$ cat src/rtl/threshold_fifo_pkg.sv
// Shared FIFO helpers: pointer/fill widths derived from depth, and the
// per-cycle operation encoding used by the fill-level update.
package threshold_fifo_pkg;

  typedef enum logic [1:0] {
    OP_IDLE = 2'b00,
    OP_PUSH = 2'b01,
    OP_POP  = 2'b10,
    OP_BOTH = 2'b11
  } fifo_op_e;

  function automatic int ptr_w(input int depth);
    return (depth > 1) ? $clog2(depth) : 1;
  endfunction

  // One extra bit so a completely full FIFO is distinguishable from empty.
  function automatic int fill_w(input int depth);
    return ptr_w(depth) + 1;
  endfunction

  function automatic bit is_pow2(input int v);
    return (v > 0) && ((v & (v - 1)) == 0);
  endfunction

endpackage

$ cat src/rtl/threshold_fifo_dpram.sv
// Storage array for threshold_fifo: one synchronous write port, one
// asynchronous read port. Contents are never reset.
module fifo_dpram #(
  parameter int DEPTH = 16,
  parameter int WIDTH = 8,
  parameter int AW    = 4
) (
  input  logic             i_clock,
  input  logic             i_wr_en,
  input  logic [AW-1:0]    i_wr_addr,
  input  logic [WIDTH-1:0] i_wr_data,
  input  logic [AW-1:0]    i_rd_addr,
  output logic [WIDTH-1:0] o_rd_data
);

  logic [WIDTH-1:0] r_mem [0:DEPTH-1];

  always_ff @(posedge i_clock) begin
    if (i_wr_en) r_mem[i_wr_addr] <= i_wr_data;
  end

  assign o_rd_data = r_mem[i_rd_addr];

endmodule

$ cat src/rtl/threshold_fifo.sv
// Single-clock FIFO with programmable almost-full/almost-empty thresholds,
// sticky overflow/underflow flags and optional first-word-fall-through output.
module threshold_fifo
  import threshold_fifo_pkg::*;
#(
  parameter int nrOfEntries      = 16,
  parameter int bitWidth         = 8,
  parameter int almostFullLevel  = nrOfEntries - 2,
  parameter int almostEmptyLevel = 2,
  parameter int fwftMode         = 0
) (
  input  logic                             clock,
  input  logic                             reset,
  input  logic                             push,
  input  logic                             pop,
  input  logic [bitWidth-1:0]              pushData,
  input  logic                             clearErrors,
  output logic [bitWidth-1:0]              popData,
  output logic                             full,
  output logic                             empty,
  output logic                             almostFull,
  output logic                             almostEmpty,
  output logic [fill_w(nrOfEntries)-1:0]   fillLevel,
  output logic                             overflow,
  output logic                             underflow
);

  localparam int PW = ptr_w(nrOfEntries);
  localparam int FW = fill_w(nrOfEntries);

  if (!is_pow2(nrOfEntries) || nrOfEntries < 4 || nrOfEntries > 1024) begin : g_bad_depth
    $error("threshold_fifo: nrOfEntries must be a power of two in 4..1024");
  end
  if (bitWidth < 1 || bitWidth > 64) begin : g_bad_width
    $error("threshold_fifo: bitWidth must be in 1..64");
  end
  if (!(almostEmptyLevel < almostFullLevel && almostFullLevel <= nrOfEntries)) begin : g_bad_levels
    $error("threshold_fifo: need almostEmptyLevel < almostFullLevel <= nrOfEntries");
  end

  logic [PW-1:0]       r_wr_ptr;
  logic [PW-1:0]       r_rd_ptr;
  logic [FW-1:0]       r_fill;
  logic                r_overflow;
  logic                r_underflow;
  logic                w_pop_acc;
  logic                w_push_acc;
  logic                w_ovf_set;
  logic                w_unf_set;
  logic [bitWidth-1:0] w_rd_data;
  fifo_op_e            w_op;

  assign full        = (r_fill == FW'(nrOfEntries));
  assign empty       = (r_fill == '0);
  assign almostFull  = (r_fill >= FW'(almostFullLevel));
  assign almostEmpty = (r_fill <= FW'(almostEmptyLevel));
  assign fillLevel   = r_fill;
  assign overflow    = r_overflow;
  assign underflow   = r_underflow;

  // A pop frees a slot in the same cycle, so a full FIFO still takes a push alongside it.
  assign w_pop_acc  = pop & ~empty;
  assign w_push_acc = push & (~full | w_pop_acc);
  assign w_ovf_set  = push & full & ~w_pop_acc;
  assign w_unf_set  = pop & empty;

  always_comb begin
    w_op = OP_IDLE;
    case ({w_pop_acc, w_push_acc})
      2'b01:   w_op = OP_PUSH;
      2'b10:   w_op = OP_POP;
      2'b11:   w_op = OP_BOTH;
      default: w_op = OP_IDLE;
    endcase
  end

  always_ff @(posedge clock) begin
    if (reset) begin
      r_wr_ptr    <= '0;
      r_rd_ptr    <= '0;
      r_fill      <= '0;
      r_overflow  <= 1'b0;
      r_underflow <= 1'b0;
    end else begin
      if (w_push_acc) r_wr_ptr <= r_wr_ptr + PW'(1);
      if (w_pop_acc)  r_rd_ptr <= r_rd_ptr + PW'(1);
      case (w_op)
        OP_PUSH: r_fill <= r_fill + FW'(1);
        OP_POP:  r_fill <= r_fill - FW'(1);
        default: r_fill <= r_fill;
      endcase
      // A fresh error beats a simultaneous clear.
      r_overflow  <= w_ovf_set | (r_overflow  & ~clearErrors);
      r_underflow <= w_unf_set | (r_underflow & ~clearErrors);
    end
  end

  fifo_dpram #(
    .DEPTH (nrOfEntries),
    .WIDTH (bitWidth),
    .AW    (PW)
  ) u_mem (
    .i_clock   (clock),
    .i_wr_en   (w_push_acc),
    .i_wr_addr (r_wr_ptr),
    .i_wr_data (pushData),
    .i_rd_addr (r_rd_ptr),
    .o_rd_data (w_rd_data)
  );

  if (fwftMode != 0) begin : g_fwft
    assign popData = empty ? '0 : w_rd_data;
  end else begin : g_reg
    logic [bitWidth-1:0] r_pop_data;
    always_ff @(posedge clock) begin
      if (reset)          r_pop_data <= '0;
      else if (w_pop_acc) r_pop_data <= w_rd_data;
    end
    assign popData = r_pop_data;
  end

endmodule

$ cat config.mk
export PLATFORM = sky130hd
export DESIGN_NAME = threshold_fifo
export DESIGN_NICKNAME = d
export VERILOG_FILES = /design/src/rtl/threshold_fifo_pkg.sv /design/src/rtl/threshold_fifo_dpram.sv /design/src/rtl/threshold_fifo.sv
export SDC_FILE = /design/constraint.sdc
export NUM_CORES = 1
export LEC_CHECK = 0
export ABC_AREA = 1
export BUFFER_PORTS_ARGS = -buffer_cell sky130_fd_sc_hd__buf_2
export CAP_MARGIN = 20
export CORE_MARGIN = 5
export CORE_UTILIZATION = 44
export DETAILED_ROUTE_END_ITERATION = 10
export PLACE_DENSITY = 0.57
export SLEW_MARGIN = 0
export SYNTH_ARGS = -nofsm -noshare
export SYNTH_HDL_FRONTEND = slang
export SYNTH_SLANG_ARGS = --single-unit
$ cat constraint.sdc
create_clock -name clock -period 3.25 [get_ports clock]
set_input_delay 0.65 -clock clock [delete_from_list [all_inputs] [get_ports clock]]
set_output_delay 0.65 -clock clock [all_outputs]
set_load 0.01 [all_outputs]
After elaboration in Yosys (flattened, before gate mapping)
Memories as Yosys holds them, arrays and structs flattened. A register that Yosys moved wholly into a read port is not among the register bits.
Cells that the tools add are included.
{"block": "word_totals", "register_bits": 15, "mem_bits_rw": 128, "in_bits": 13, "out_inout_bits": 19, "elab_cells": 38, "mem_count": 1}
{"block": "op_classes", "addsub": 4, "n_lt_le_gt_ge": 2, "n_eq_ne": 6, "n_mux": 4, "bitwise": 14, "reduce_logical": 2}
{"name": "u_mem.r_mem", "depth": 16, "word_bits": 8, "rd": 1, "rd_clocked_by_memory_dff": 1, "write_ports": 1, "line": "threshold_fifo_dpram.sv:16", "rtl": "logic [WIDTH-1:0] r_mem [0:DEPTH-1];"}
{"op": "5-bit one-hot mux with 2 select lines", "count": 1}
{"op": "4-bit by 1-bit adder with 4-bit output (second input constant)", "count": 2}
{"op": "1-bit bitwise AND", "count": 7}
{"op": "2-bit == test (second input constant)", "count": 3}
{"op": "2-bit one-hot mux with 3 select lines", "count": 1}
{"op": "5-bit by 1-bit adder with 5-bit output (second input constant)", "count": 1}
{"op": "5-bit == test (second input constant)", "count": 1}
{"op": "5-bit by 4-bit >= comparator with 1-bit output (second input constant)", "count": 1}
{"op": "5-bit by 2-bit <= comparator with 1-bit output (second input constant)", "count": 1}
{"op": "5-bit zero test", "count": 1}
{"op": "5-bit by 1-bit subtractor with 5-bit output (second input constant)", "count": 1}
{"op": "2-bit by 1-bit == test with 1-bit output (second input constant)", "count": 2}
{"op": "1-bit NOT", "count": 4}
{"op": "1-bit OR", "count": 3}
{"op": "1-bit two-way mux", "count": 2}
{"op": "2-bit nonzero test", "count": 1}

Depth between registers and ports, before layout
{"block": "depth", "word_depth": 9, "ltp_mapped": 14, "depth_no_buf": 14}

Hierarchy
Synthesis repeated with hierarchy kept, for this count alone.
{"block": "unflattened", "hier_cells": 702, "area_unflattened_um2": 6756.5}
{"module": "fifo_dpram", "n_inst": 1, "cells_each": 543, "area_each_um2": 5606.6, "seq_area_each_um2": 3843.7}
{"module": "threshold_fifo", "n_inst": 1, "cells_each": 159, "area_each_um2": 1149.9, "seq_area_each_um2": 460.4}

Worst setup path after synthesis
No wires, ideal clock.
{"block": "synth_timing", "path_type": "input to register", "start": "in push", "end": "reg r_fill[4], in the netlist fillLevel[4]", "setup_time_ps": 115, "arrival_time_ps": 1735, "required_time_ps": 3135, "path_slack_ps": 1400, "path_stages": 12, "path_buffers": 0, "cell_sequence": "inv_1 nand3_2 xor2_1 inv_1 ha_1 inv_1 nand2_1 nand3_1 nand2_1 nand3_1 a21oi_1 nor2_1"}
{"block": "synth_between", "elab_chain_len": 5}
{"item": "from (decl)", "line": "threshold_fifo.sv:14", "rtl": "input logic push,"}
{"item": "1-bit bitwise AND *", "line": "threshold_fifo.sv:63", "rtl": "assign w_push_acc = push & (~full | w_pop_acc);"}
{"item": "2-bit == test or 2-bit by 1-bit == test with 1-bit output (tied branches)", "line": "threshold_fifo.sv:69", "rtl": "case ({w_pop_acc, w_push_acc})"}
{"item": "2-bit one-hot mux with 3 select lines *", "line": "threshold_fifo.sv:69"}
{"item": "2-bit == test or 2-bit by 1-bit == test with 1-bit output (tied branches)", "line": "threshold_fifo.sv:87", "rtl": "case (w_op)"}
{"item": "5-bit one-hot mux with 2 select lines or 2-bit nonzero test (tied branches)"}
{"item": "to (signal assigned)", "line": "threshold_fifo.sv:88", "rtl": "OP_PUSH: r_fill <= r_fill + FW'(1);"}
{"item": "to (signal assigned)", "line": "threshold_fifo.sv:89", "rtl": "OP_POP: r_fill <= r_fill - FW'(1);"}
{"item": "to (signal assigned)", "line": "threshold_fifo.sv:90", "rtl": "default: r_fill <= r_fill;"}
{"item": "to (decl)", "line": "threshold_fifo.sv:43", "rtl": "logic [FW-1:0] r_fill;"}
Mark *: on every way between the ends. The rest lies on a longest branch, timed or not.
A chain may end at the register's enable or synchronous reset.

==> run summary <==
critical path class = register to register
Endpoint, Worst Hold = overflow
most common cell after layout, fill and taps aside = sky130_fd_sc_hd__edfxtp_1
maximum fanout along the worst path = 65
Placed Instance Area = 0.00650 mm^2
total of buffers placed on input and output ports = 31
sort of element at the end of the critical path = register
Layout area overhead = 13.6%
number of nets produced by synthesis = 546
combinational family with the most area after synthesis = compound AO/OA/AOI/OAI gates
via count of the first global-routing pass = 4126
floorplan core area = 0.0139 mm^2
depth of the most critical reg-to-reg path = 7
maximum achievable frequency = 466 MHz
# Max-Cap Violations = 0
cell leakage power = 2.53 nW
register bit total from synthesis = 151
startpoint class of the critical path = register
Avg Cell Area, Syn = 11.9 um^2
count of different cell masters after synthesis = 31
Post-CTS Repair Setup Buffers = 0
ratio of final minimum period to clock period = 0.661
overflow left after global routing = 0
share of post-route cells with drive strength above 1 = 0.134
largest clock skew in the final design = 0.00741 ns
number of vias after detailed routing = 4096
final instance area = 0.00709 mm^2
Clock Tree Buf Depth = 2
net switching share of the total power = 0.276
Req. time, crit path = 3.61 ns
transition time of the tightest slew-check pin = 1.07 ns
synthesized netlist cell count = 526
final net count = 573
maximum number of pins on one net before global-route repair = 67
warnings from Yosys = 0
post-synthesis instance area = 0.00624 mm^2
cell taking the most area after synthesis = sky130_fd_sc_hd__edfxtp_1
DP Cell Count = 714
Critical Path Most Common Cell = sky130_fd_sc_hd__nand3_1
leading cell types in the layout, fill and taps excluded = sky130_fd_sc_hd__edfxtp_1 (128), sky130_fd_sc_hd__nor2_1 (100), sky130_fd_sc_hd__o21ai_0 (59), sky130_fd_sc_hd__inv_1 (32), sky130_fd_sc_hd__buf_2 (31)
post-cts sizing count = 0
share of the synthesized netlist area taken by xor and xnor gates = 0.00421
run status = complete, no violations
proportion of power drawn by combinational gates = 0.178
number of failing setup endpoints in the final timing report = 0
Sum Neg Setup Slack = 0 ns
Slew Limit Fails = 0
TritonCTS clock tree = built
wire length of the first global-routing pass = 22700 um
first drt pass iteration count = 5
Chip Width = 129 um
WL/cell = 19.4 um
area share of the leading cell type in the synthesized netlist = 0.616
Synth Area in Compound Gates = 0.132
number of buffers created by CTS = 17
per-cell via count in the routed design = 5.49
largest cells by area after synthesis = sky130_fd_sc_hd__edfxtp_1 (62%), sky130_fd_sc_hd__dfxtp_1 (7.4%), sky130_fd_sc_hd__nor2_1 (6.0%)
part of the power in registers = 0.439
worst vdd rail ir drop = 471 uV
share of the yosys chip area belonging to registers = 0.690
critical path's slowest cell = sky130_fd_sc_hd__inv_2
clock-pin slew reported for the worst setup and hold paths after clock tree synthesis = 0.06 ns
row count = 43
part of the total power dissipated in the clock network = 0.384
cells traversed along the worst timing path = inv_2 > o21ai_0 > o221ai_1 > nand3_1 > nand3_1 > o211ai_1 > inv_1
IO Pins = 32
Power Dens Cells = 720 mW/mm^2
HPWL after DPL = 9430 um
Post-Synth Adder-Cell Area = 0.0140
hold crit path type = input port to register
data arrival time of the critical path = 2.50 ns
switching power = 1.41 mW
Min-Delay Path Depth = 2
vertical die dimension = 129 um
overall routed net length = 14500 um
peak per-stage delay on the critical path = 0.73 ns
H-tree level count = 4
Reg-to-Reg End = popData[4]
Clock Sink Count = 151
cell at the root of the clock tree = sky130_fd_sc_hd__clkbuf_16
starting density of the core = 0.449
Layout fillers = 1226
antenna diode count = 0
post-route insts no fill = 746
end-of-flow core utilization = 0.511
hold_sp = reset
post-cts hold buffer count = 0
worst max-slew margin expressed relative to the limit = 0.290
fraction of the mapped netlist area in simple logic gates = 0.113
Detail Route Antenna Nets = 0
total count of hold-check failures in the final report = 0
all-layer global routing usage = 0.184
RSZ-0062 raised after global routing = no
multiplexer fraction of the synthesized cell area = 0
PnR Total Power = 5.10 mW
Placer Congestion = 0.852
worst reg2reg startpoint = r_rd_ptr[0]
Remaining DRCs = 0
source-to-sink clock delay at the later pin of the worst-skew pair = 0.42 ns
worst reg-to-reg setup slack = 1.10 ns
Internal = 3.70 mW
final worst path period need = 2.15 ns
die area = 0.0167 mm^2
number of antenna violations at the first check in global routing = 0
detailed router's first-iteration violation count = 373
[worst max path at each step]
stage	startpoint	end	slack, ns	cells past startpoint
global placement	pop	u_mem.r_mem[7][0]	0.95	5
CTS	fillLevel[0]	u_mem.r_mem[8][7]	1.09	6
detailed placement	pop	u_mem.r_mem[7][0]	0.88	5
finish	r_rd_ptr[0]	popData[4]	1.10	7
floorplan	push	fillLevel[4]	1.40	12
global route	fillLevel[0]	u_mem.r_mem[7][4]	0.90	6
[registers in the layout, summed over array words and instances, names as in the netlist]
name	cells
fillLevel	5
underflow	1
r_wr_ptr	4
r_rd_ptr	4
overflow	1
u_mem.r_mem	128
popData	8
[final cells by class]
type	instances	area, um^2	share of cell area
inverter	36	135	0.0191
sequential	151	4310	0.607
clock buffer	22	464	0.0655
multi-input combinational	311	1640	0.231
timing repair buffer	36	193	0.0272
clock inverter	10	128	0.0180
tap	180	225	0.0318
[layer usage]
layer  share of wire  up-vias  wire (um)  global-route usage
met4           0.022        0        314              0.0723
met3           0.044       20        641              0.0420
met1            0.45     2018       6490               0.239
li1                -     1955          -                   -
met2            0.48      103       7010               0.302
met5               0        -          0                   0
[worst max-delay path, delay by kind of cell, from the launching register on]
family | cells | cell delay, ns
buf+inv | 2 | 0.81
simple gates | 2 | 0.34
flops | 1 | 0.32
compound gates | 3 | 0.56
[power groups by stage]
| stage | Sequential, mW | Clock [mW] | Combinational (mW) |
|---|---|---|---|
| after global placement | 2.28 | 0 | 0.895 |
| final | 2.24 | 1.96 | 0.906 |
| after global routing | 2.25 | 2.09 | 1.01 |
| after CTS | 2.24 | 1.99 | 0.913 |
| after floorplan | 2.29 | 0 | 0.626 |
| after detailed placement | 2.28 | 0 | 0.908 |
[cell families after synthesis]
logic type	Yosys count
simple gates	165
flops	151
compound gates	136
buf+inv	64
fa+ha+maj	7
xor+xnor	3
[synthesized netlist by cell type (all sizes together)]
cell / count
o211ai: 29
inv: 35
xnor2: 1
dfxtp: 23
nor3: 2
o21bai: 1
a21oi: 11
o221ai: 12
and3: 1
nand2: 32
nor2: 101
buf: 11
ha: 7
nand3: 24
nor3b: 1
nand4: 4
clkinv: 1
xor2: 2
edfxtp: 128
o22ai: 8
o21ai: 75
clkbuf: 17
[metrics by stage]
stage | setup WS [ns] | hold WS, ns
2_1_floorplan | 1.40 | 0.481
3_5_place_dp | 0.884 | 0.462
6_report | 1.10 | 0.444
5_1_grt | 0.899 | 0.440
4_1_cts | 1.09 | 0.426
3_3_place_gp | 0.952 | 0.449
(Power assumes the default switching activity.)
